File: config.mk
export PLATFORM = sky130hd
export DESIGN_NAME = fetch_unit
export DESIGN_NICKNAME = d
export VERILOG_FILES = /design/src/rtl/instr_pack.sv /design/src/rtl/fetch_unit_jump_lut.sv /design/src/rtl/fetch_unit.sv
export SDC_FILE = /design/constraint.sdc
export NUM_CORES = 1
export LEC_CHECK = 0
export ABC_AREA = 1
export CAP_MARGIN = 20
export CELL_PAD_IN_SITES_DETAIL_PLACEMENT = 1
export CELL_PAD_IN_SITES_GLOBAL_PLACEMENT = 2
export CORE_MARGIN = 4
export CORE_UTILIZATION = 29
export DETAILED_ROUTE_END_ITERATION = 8
export GPL_ROUTABILITY_DRIVEN = 0
export PLACE_DENSITY = 0.78
export SYNTH_ARGS = -nofsm -noshare
export SYNTH_HDL_FRONTEND = slang
export SYNTH_SLANG_ARGS = --single-unit
File: constraint.sdc
create_clock -name clk -period 2.15 [get_ports clk]
set_clock_uncertainty 0.2 [all_clocks]
set_input_delay 0.43 -clock clk [delete_from_list [all_inputs] [get_ports clk]]
set_output_delay 0.43 -clock clk [all_outputs]
set_load 0.005 [all_outputs]
File: src/rtl/instr_pack.sv
`default_nettype none
// ============================================================================
// Package    : instr_pack
// Description: Shared types and constants for the 9-bit CPU pipeline.
// Revision   : 1.0
// ============================================================================
package instr_pack;

  localparam int DEF_PC_W  = 10;
  localparam int DEF_OFF_W = 8;
  localparam int LUT_DEPTH = 4;

  localparam logic [8:0] NOP_INSTR = 9'h000;

  typedef enum logic [1:0] {
    IDLE = 2'd0,
    RUN  = 2'd1,
    HALT = 2'd2
  } fetch_state;

endpackage
`default_nettype wire

File: src/rtl/fetch_unit_jump_lut.sv
`default_nettype none
// ============================================================================
// Module     : jump_lut
// Description: 4-entry long-jump target table; synchronous write, async read.
// Revision   : 1.0
// ============================================================================
module jump_lut
  import instr_pack::*;
#(
  parameter int PC_W = DEF_PC_W
) (
  input  logic            clk,
  input  logic            reset,
  input  logic            we,
  input  logic [1:0]      widx,
  input  logic [PC_W-1:0] wdata,
  input  logic [1:0]      ridx,
  output logic [PC_W-1:0] rdata
);

  logic [PC_W-1:0] r_mem [LUT_DEPTH];

  always_ff @(posedge clk) begin
    if (reset) begin
      for (int i = 0; i < LUT_DEPTH; i++) r_mem[i] <= '0;
    end else if (we) begin
      r_mem[widx] <= wdata;
    end
  end

  // Read sees the pre-write contents on a same-cycle write to the same entry.
  assign rdata = r_mem[ridx];

endmodule
`default_nettype wire

File: src/rtl/fetch_unit.sv
`default_nettype none
// ============================================================================
// Module     : fetch_unit
// Description: Instruction fetch stage: PC, branch/jump redirect, fetch reg.
//              Optional RUN-cycle counter enabled by FETCH_CYC_CNT_EN.
// Revision   : 1.0
// ============================================================================
module fetch_unit
  import instr_pack::*;
#(
  parameter int PC_W  = DEF_PC_W,
  parameter int OFF_W = DEF_OFF_W
) (
  input  logic             clk,
  input  logic             reset,
  input  logic             start,
  input  logic             done,
  input  logic             stall,
  output logic [PC_W-1:0]  instr_addr,
  input  logic [8:0]       instr_data,
  input  logic             br_taken,
  input  logic [OFF_W-1:0] br_off,
  input  logic             jmp_en,
  input  logic [1:0]       jmp_idx,
  input  logic             lut_we,
  input  logic [1:0]       lut_widx,
  input  logic [PC_W-1:0]  lut_wdata,
  output logic [8:0]       instr,
  output logic             instr_valid,
  output logic [PC_W-1:0]  exec_pc,
  output logic             running,
  output logic             halted,
  output logic [15:0]      cycle_count
);

  fetch_state      r_state, w_state_nxt;
  logic [PC_W-1:0] r_pc, r_exec_pc;
  logic [8:0]      r_instr;
  logic            r_valid;
  logic [PC_W-1:0] w_jmp_target, w_br_target;

  jump_lut #(.PC_W(PC_W)) u_jump_lut (
    .clk   (clk),
    .reset (reset),
    .we    (lut_we),
    .widx  (lut_widx),
    .wdata (lut_wdata),
    .ridx  (jmp_idx),
    .rdata (w_jmp_target)
  );

  assign w_br_target = r_exec_pc + {{(PC_W-OFF_W){br_off[OFF_W-1]}}, br_off};

  always_ff @(posedge clk) begin
    if (reset) r_state <= IDLE;
    else       r_state <= w_state_nxt;
  end

  always_comb begin
    w_state_nxt = r_state;
    case (r_state)
      IDLE:    if (start) w_state_nxt = RUN;
      RUN:     if (done)  w_state_nxt = HALT;
      HALT:    if (start) w_state_nxt = RUN;
      default: w_state_nxt = IDLE;
    endcase
  end

  always_ff @(posedge clk) begin
    if (reset) begin
      r_pc      <= '0;
      r_exec_pc <= '0;
      r_instr   <= NOP_INSTR;
      r_valid   <= 1'b0;
    end else if (r_state == RUN) begin
      if (done) begin
        r_instr <= NOP_INSTR;
        r_valid <= 1'b0;
      end else if (!stall) begin
        if (jmp_en) begin
          r_pc    <= w_jmp_target;
          r_valid <= 1'b0;
        end else if (br_taken) begin
          r_pc    <= w_br_target;
          r_valid <= 1'b0;
        end else begin
          r_instr   <= instr_data;
          r_exec_pc <= r_pc;
          r_valid   <= 1'b1;
          r_pc      <= r_pc + 1'b1;
        end
      end
    end else if (start) begin
      // Entering RUN from IDLE or HALT always restarts at address 0.
      r_pc    <= '0;
      r_instr <= NOP_INSTR;
      r_valid <= 1'b0;
    end
  end

`ifdef FETCH_CYC_CNT_EN
  logic [15:0] r_cyc_cnt;

  always_ff @(posedge clk) begin
    if (reset) begin
      r_cyc_cnt <= '0;
    end else if (r_state != RUN && w_state_nxt == RUN) begin
      r_cyc_cnt <= '0;
    end else if (r_state == RUN && r_cyc_cnt != 16'hFFFF) begin
      r_cyc_cnt <= r_cyc_cnt + 16'd1;
    end
  end

  assign cycle_count = r_cyc_cnt;
`else
  assign cycle_count = 16'd0;
`endif

  assign instr_addr  = r_pc;
  assign instr       = r_instr;
  assign instr_valid = r_valid;
  assign exec_pc     = r_exec_pc;
  assign running     = (r_state == RUN);
  assign halted      = (r_state == HALT);

endmodule
`default_nettype wire

## Word-level counts from Yosys, hierarchy flattened

Memory sizes are Yosys's and may differ from the RTL's.
Cells that the tools add are included.

- Output and inout bits: 48
- Memories: 1
- Input port bits: 39
- Register bits: 32
- RAM bits: 40

- Eq/ne operators: 9
- Reductions and logical operators: 9
- Muxes and demuxes: 29
- Bitwise operators: 4
- $add $sub $neg: 2

Memory list:

| name | depth | bits a word | read ports | clocked after Yosys merged registers in | write ports | RTL line | RTL |
|---|---|---|---|---|---|---|---|
| u_jump_lut.r_mem | 4 | 10 | 1 | 0 | 4 | fetch_unit_jump_lut.sv:21 | `logic [PC_W-1:0] r_mem [LUT_DEPTH];` |

Operators with widths:

| kind | number |
|---|---|
| $mux 10 | 7 |
| $mux 9 | 6 |
| $mux 1 | 12 |
| $add 10x1->10 const B | 1 |
| $add 10x10->10 | 1 |
| $reduce_or 10->1 | 1 |
| $ne 3x3->1 const B | 3 |
| $mux 2 | 3 |
| $ne 2x2->1 const B | 3 |
| $reduce_and 5->1 | 1 |
| $not 1->1 | 4 |
| $pmux 2 s2 | 1 |
| $reduce_and 2->1 | 2 |
| $reduce_and 4->1 | 1 |
| $reduce_and 3->1 | 1 |
| $eq 2x1->1 const B | 1 |
| $eq 2x2->1 const B | 1 |
| $logic_not 2->1 | 1 |
| $ne 2x1->1 const B | 1 |
| $reduce_bool 2->1 | 1 |
| $reduce_or 2->1 | 1 |

## Longest topological paths before layout

Gate-level depths: netlist (run 1).

- Depth after elaboration: 6
- Depth in mapped cells: 14
- Gate-level depth less buffers: 14

## Hierarchy

From an unflattened synthesis (run 1), not the netlist that was laid out.

- Cell total of the unflattened synthesis: 546
- Area total of the unflattened synthesis: 4106.4 um2

By module, submodules not included:

| module | instances | seq. area each (um2) | cells each | area each (um2) |
|---|---|---|---|---|
| fetch_unit | 1 | 640.6 | 320 | 2134.5 |
| jump_lut | 1 | 1201.2 | 226 | 1971.9 |

## Worst setup path after synthesis (run 1)

OpenSTA, ideal clock, no wires.

- Kind: input to register
- Start point: in br_off[0]
- End point: reg r_pc[6] (netlist: instr_addr[6])
- Path buffers: 0
- Slack: 149 ps
- Arrival time: 1665 ps
- Cell stages on the path: 13
- Path through: ha_1 > inv_1 > fa_1 > inv_1 > nand3_1 > nand2_1 > nand3_1 > nand3_1 > nand3_1 > nand2_1 > nand2_1 > nand2_1 > a21oi_1

- Word-level cells in the longest chain between the ends: 6

RTL lines:

| item | RTL line | RTL |
|---|---|---|
| from (decl) | fetch_unit.sv:22 | `input logic [OFF_W-1:0] br_off,` |
| $add 10x10->10 | fetch_unit.sv:52 | `assign w_br_target = r_exec_pc + {{(PC_W-OFF_W){br_off[OFF_W-1]}}, br_off};` |
| $mux 10 | fetch_unit.sv:83 | `end else if (br_taken) begin` |
| $mux 10 | fetch_unit.sv:80 | `if (jmp_en) begin` |
| $mux 10 | fetch_unit.sv:79 | `end else if (!stall) begin` |
| $mux 10 | fetch_unit.sv:76 | `if (done) begin` |
| $mux 10 | fetch_unit.sv:75 | `end else if (r_state == RUN) begin` |
| to (signal assigned) | fetch_unit.sv:81 | `r_pc <= w_jmp_target;` |
| to (signal assigned) | fetch_unit.sv:84 | `r_pc <= w_br_target;` |
| to (signal assigned) | fetch_unit.sv:90 | `r_pc <= r_pc + 1'b1;` |
| to (decl) | fetch_unit.sv:37 | `logic [PC_W-1:0] r_pc, r_exec_pc;` |

Every way passes these cells. The select of a mux whose other input is x is not followed.
A chain may end at the register's enable or synchronous reset.

## Final worst setup path (run 1)

- Start point: reg r_pc[2] (netlist: instr_addr[2])
- End point: out instr_addr[2]

RTL lines:

| item | RTL line | RTL |
|---|---|---|
| to (decl) | fetch_unit.sv:19 | `output logic [PC_W-1:0] instr_addr,` |

No word-level cell between the ends.

==> summary.txt, run 1 <==
Power and ir drop
  – Power per Cell Area: 643.1 mW/mm^2
  – Max VDD drop: 0.6032 mV
  – Gate power share: 12.7%
  – Net Sw Power: 897.6 uW
  – Lkg Pwr: 0.002232 uW
  – Clock power frac: 43.4%
  – Sequential share of power: 43.9%
  – Sw Share: 25.36%
  – Int Power: 2641 uW

Timing
  – Setup violations, final: 0
  – TNS Setup: 0 ps
  – Max Slew Vio Count: 0
  – Final worst path period share: 96.27%
  – Fmax: 0.4831 GHz
  – Endpoints failing hold: 0
  – Crit path time final: 2070 ps
  – Final worst-path setup slack: 80.09 ps

GRT
  – Initial antenna violation count: 0
  – First-pass GRT wire length: 18820 microns
  – Vias in the first global route: 3612
  – Tot GR Track Use: 15.11%
  – Total grt overflow: 0
  – Largest net degree at the start of global routing: 25

Route
  – Post-Route WL: 11670 microns
  – DR vias: 3569
  – Drt first pass iters: 4
  – ANT nets after route: 0
  – Initial drt markers: 97
  – DRC Markers: 0
  – WL/cell: 14.90 microns
  – Via/cell ratio: 4.558

Placement
  – # placed instances: 765
  – Place WS: -447.0 ps
  – IO Port Bufs: 70
  – DP HPWL: 9290 microns
  – Post-placement cell area: 0.005117 sq mm

Floorplanning
  – Die ar.: 0.01552 sq mm
  – Boundary pin count: 87
  – FP Rows: 42
  – Placeable Area: 0.01330 sq mm
  – Starting Density: 29.64%
  – Die W: 124.6 microns
  – DIE HEIGHT: 124.6 microns

CTS
  – Cts bufs inserted: 9
  – Clock root cell: clkbuf_16
  – Clock slew at reported path FFs: 60 ps
  – CTS tree: done
  – Hold-fix buffers at CTS: 0
  – H-tree levels: 3
  – Sink Count: 72
  – Skew-Pair Late Insertion Delay: 350 ps
  – Max clock buf depth: 2

Cells and area
  – Multi-input gate area: 0.001809 sq mm
  – Register area: 0.001843 sq mm
  – Final Instance Area: 0.005503 sq mm
  – # fillers: 1587
  – Layout cells sized above 1: 18.45%
  – Non-filler cells, final: 783
  – ANT cells: 0
  – Fin nets: 652
  – Fin util: 41.39%
  – Area grow syn2layout: 39.62%

Worst hold path
  – Hold crit path type: reg2reg
  – Hold depth: 2

Setup path
  – Crit path cell chain: buf_4 -> clkdlybuf4s50_1
  – WP data required: 1520 ps
  – Startpoint Class: register
  – Critical Path Slowest Stage Cell: clkdlybuf4s50_1
  – Max incr delay on CP: 500 ps
  – Crit path kind: reg2out
  – Critical Path AT: 1440 ps
  – Reg2Reg Depth: 13
  – Critical path capture point type: output pin
  – Worst-path fanout max: 7

Logic synthesis
  – Syn Area/Cell: 7.978 sq um
  – Most frequent cell after synthesis: nand2_1
  – Top-area cell type share of the netlist area: 30.48%
  – Synth Warn #: 0
  – Synth top cells by count: nand2_1, nor2_1, inv_1
  – Main synth FF type: edfxtp_1
  – Post-synthesis register bit count: 72
  – Asr flop ratio synth: 0%
  – Post-synthesis sequential area ratio: 46.73%
  – Post-Syn Area: 0.003941 sq mm
  – Synth top area cells: edfxtp_1, dfxtp_1, nand2_1, nor2_1, inv_1
  – Post-synth EDFFs: 40
  – Synth area leader: edfxtp_1
  – Mapped Cells: 494
  – Yosys cell types: 35

Flow run
  – Max-cap viol count: 0

Run status
  – Status: finished clean
timing repair:
| item | 4_1_cts | 5_1_grt |
|---|---|---|
| gates resized for setup | 3 | 22 |
| endpoints found under the setup margin | 4 | 7 |
| pin swaps | 0 | 5 |
| buffers inserted | 0 | 2 |
state kept, by name, indices dropped and copies added (netlist names):
register	cells
instr	9
r_state	2
u_jump_lut.r_mem	40
instr_valid	1
exec_pc	10
instr_addr	10
worst max-delay path: cells and delay by family, from the launching register on:
kind | cells | cell delay [ps]
buffers and inverters | 2 | 660
DFF | 1 | 440
cells in the final DEF (no fill, tap or decap), types with 7 or more instances in the layout:
| cell | count |
|---|---|
| dfxtp_1 | 31 |
| ha_1 | 8 |
| inv_1 | 41 |
| clkbuf_16 | 9 |
| nand3_1 | 19 |
| nand2_1 | 95 |
| nor2_1 | 81 |
| edfxtp_1 | 40 |
| buf_4 | 41 |
| o21ai_1 | 7 |
| clkdlybuf4s50_1 | 69 |
| nand2_2 | 12 |
| a21oi_1 | 27 |
| a21oi_2 | 15 |
| o21ai_0 | 27 |
| conb_1 | 16 |
| nor3_1 | 13 |
cell type report:
cell class              instances  area share [%]
flip-flops and latches         72           33.49
multi-input cells             353           32.88
clock buffers                   9           4.093
inverters                      48           3.320
clock inverters                 7           1.455
well taps                     176           4.002
repair buffers                118           20.76
metrics by stage:
| step | hold slack [ps] | total power (uW) |
|---|---|---|
| 2_1_floorplan | 249.4 | 1803 |
| 3_3_place_gp | 254.3 | 2014 |
| 3_5_place_dp | 263.8 | 2030 |
| 4_1_cts | 271.0 | 3592 |
| 5_1_grt | 286.9 | 3703 |
| 6_report | 267.6 | 3539 |
power groups by stage:
stage	Sequential, uW	Clock, uW	Combinational, uW
global placement	1580	0	434
CTS	1550	1590	451
floorplan	1570	0	234
finish	1550	1540	451
global route	1560	1640	501
detailed placement	1580	0	447
path summary, 6_finish.rpt:
path / start / endpoint / slack [ps]
worst min-delay path: instr_valid / instr_valid / 270
worst min register to register: instr_valid / instr_valid / 270
worst max register to register: exec_pc[0] / instr_addr[4] / 140
worst max-delay path: instr_addr[2] / instr_addr[2] / 80
logic make-up after synthesis:
kind of cell / synth area share, %
compound gates: 13.84
fa+ha+maj: 3.683
flops: 46.73
xor+xnor: 0.8888
simple gates: 24.51
buf+inv: 10.25
other cells: 0.09515
layer usage:
metal | track usage, % | routed length (microns) | vias to the layer above
met4 | 4.771 | 161 | 0
met5 | 0 | 0 | -
met3 | 4.417 | 531 | 15
met1 | 18.82 | 5269 | 1669
met2 | 25.19 | 5703 | 73
li1 | - | - | 1812
Note: power is estimated with default switching activity, not from simulation.
==> run 2, diff against run 1 <==
==> constraint.sdc (replaced) <==
create_clock -name clk -period 2.15 [get_ports clk]
set_clock_uncertainty 0.2 [all_clocks]
set_input_delay 0.215 -clock clk [delete_from_list [all_inputs] [get_ports clk]]
set_output_delay 0.215 -clock clk [all_outputs]
set_load 0.005 [all_outputs]
==> summary.txt, run 2 (synthesized netlist as in run 1, its figures left out) <==
Run status
  – Status: finished clean

Cells and area
  – Fin nets: 645
  – ANT cells: 0
  – Layout cells sized above 1: 15.17%
  – Largest register FFs: 40
  – Commonest non-fill, non-tap cells in the layout: nand2_1, nor2_1, clkdlybuf4s50_1
  – Final Instance Area: 0.005313 sq mm
  – Area grow syn2layout: 34.79%
  – Commonest non-fill, non-tap cell in the layout: nand2_1
  – Fin util: 39.96%
  – Most flops, register: u_jump_lut.r_mem
  – # fillers: 1596

GRT
  – Tot GR Track Use: 15.00%
  – Initial antenna violation count: 0
  – Vias in the first global route: 3669
  – First-pass GRT wire length: 18850 microns
  – Largest net degree at the start of global routing: 25
  – Total grt overflow: 0

CTS
  – Max clock buf depth: 2
  – Skew-Pair Late Insertion Delay: 340 ps
  – Cts bufs inserted: 9
  – Clock root cell: clkbuf_16
  – Post-CTS setup buffer count: 0
  – H-tree levels: 3
  – Hold-fix buffers at CTS: 0
  – Clock slew at reported path FFs: 60 ps
  – Sink Count: 72
  – CTS tree: done

Setup path
  – Startpoint Class: input port
  – Critical path capture point type: register
  – Worst-path fanout max: 3
  – Crit path kind: in2reg
  – Worst r2r src: exec_pc[0]
  – CP Launch Point: br_off[0]
  – WP data required: 2220 ps
  – Critical Path AT: 2150 ps

Floorplanning
  – DIE HEIGHT: 124.6 microns
  – Die W: 124.6 microns
  – FP Rows: 42
  – Boundary pin count: 87
  – Die ar.: 0.01552 sq mm
  – Starting Density: 29.64%
  – Placeable Area: 0.01330 sq mm

Placement
  – IO Port Bufs: 70
  – DP HPWL: 9035 microns
  – Post-placement cell area: 0.005005 sq mm

Route
  – Metal-1 WL: 5397 microns
  – Post-Route WL: 11530 microns
  – Via/cell ratio: 4.496
  – Met3 wire len: 449 microns
  – Uppermost layer routed: met4
  – DR vias: 3489
  – ANT nets after route: 0
  – WL/cell: 14.85 microns
  – Met2 routed WL: 5460 microns
  – DRC Markers: 0
  – Initial drt markers: 101
  – Drt first pass iters: 4

Timing
  – Setup violations, final: 0
  – Fmax: 0.4820 GHz
  – Final worst path period share: 96.50%
  – Crit path time final: 2075 ps
  – Max Slew Vio Count: 0
  – RSZ-0062 raised after global routing: true
  – Endpoints failing hold: 0

Worst hold path
  – Worst Hold Launch: instr_data[1]
  – Hold crit path type: in2reg

Flow run
  – Max-cap viol count: 0

Power and ir drop
  – Lkg Pwr: 0.002148 uW
  – Max VDD drop: 0.4978 mV
  – Power per Cell Area: 654.9 mW/mm^2
==> run 2: cell count changes in the layout (fill, tap and decap cells not counted), sizes merged <==
cell and delta:
clkbuf +1, inv -1, dlymetal6s2s -1, clkdlybuf4s50 +1, buf -7
==> run 2: path summary, 6_finish.rpt <==
path                    to  slack (ps)  cells after the start
max          instr_addr[8]          80                     15
min               instr[1]         260                      3
max reg2reg  instr_addr[8]          90                     14
min reg2reg       instr[1]         270                      2
==> run 2: repair_timing <==
item                       CTS  global route
gates resized for setup      2             4
setup endpoints to repair    1             3
hold endpoints to repair     0             0
pin swaps                    0             0
==> run 2: area by class of cell <==
type	instances	area (sq um)	area share, %
well taps	176	220.2	4.145
flip-flops and latches	72	1843	34.69
inverters	48	182.7	3.439
multi-input cells	353	1760	33.14
clock inverters	6	68.82	1.295
clock buffers	10	229.0	4.310
repair buffers	111	1008	18.98
==> run 2: per-stage QoR <==
step	cells	hold WS [ps]	power, uW	worst slack [ps]	setup TNS, ps
final	776	255.2	3479	75.19	0
after global routing	776	252.1	3635	-34.60	-34.60
after CTS	776	247.7	3535	23.53	0
after detailed placement	760	263.1	2001	-270.9	-1216
after global placement	760	251.4	1988	-175.3	-738.9
after floorplan	509	84.07	1803	220.8	0
==> run 2: metal layers <==
layer | track usage [%] | vias to the layer above
met3 | 3.559 | 18
met2 | 24.59 | 77
met1 | 19.18 | 1595
met5 | 0 | -
met4 | 5.674 | 0
li1 | - | 1799
==> run 2: worst max-delay path, stage by stage <==
cell             delay [ps]
clkdlybuf4s50_1         470
ha_2                    180
inv_1                    50
fa_1                    370
inv_1                    60
nand3_1                  70
nand2_2                 110
nand2_1                  70
nand2_1                  70
nand2_1                  40
nand3_1                  60
nand2_1                  50
nand2_1                  80
nand2_1                  80
a21oi_2                 160
==> run 2: where the power goes <==
part	internal, uW	switching (uW)
Combinational	184	235
Clock	903	607
Sequential	1520	28.4
Total	2610	870
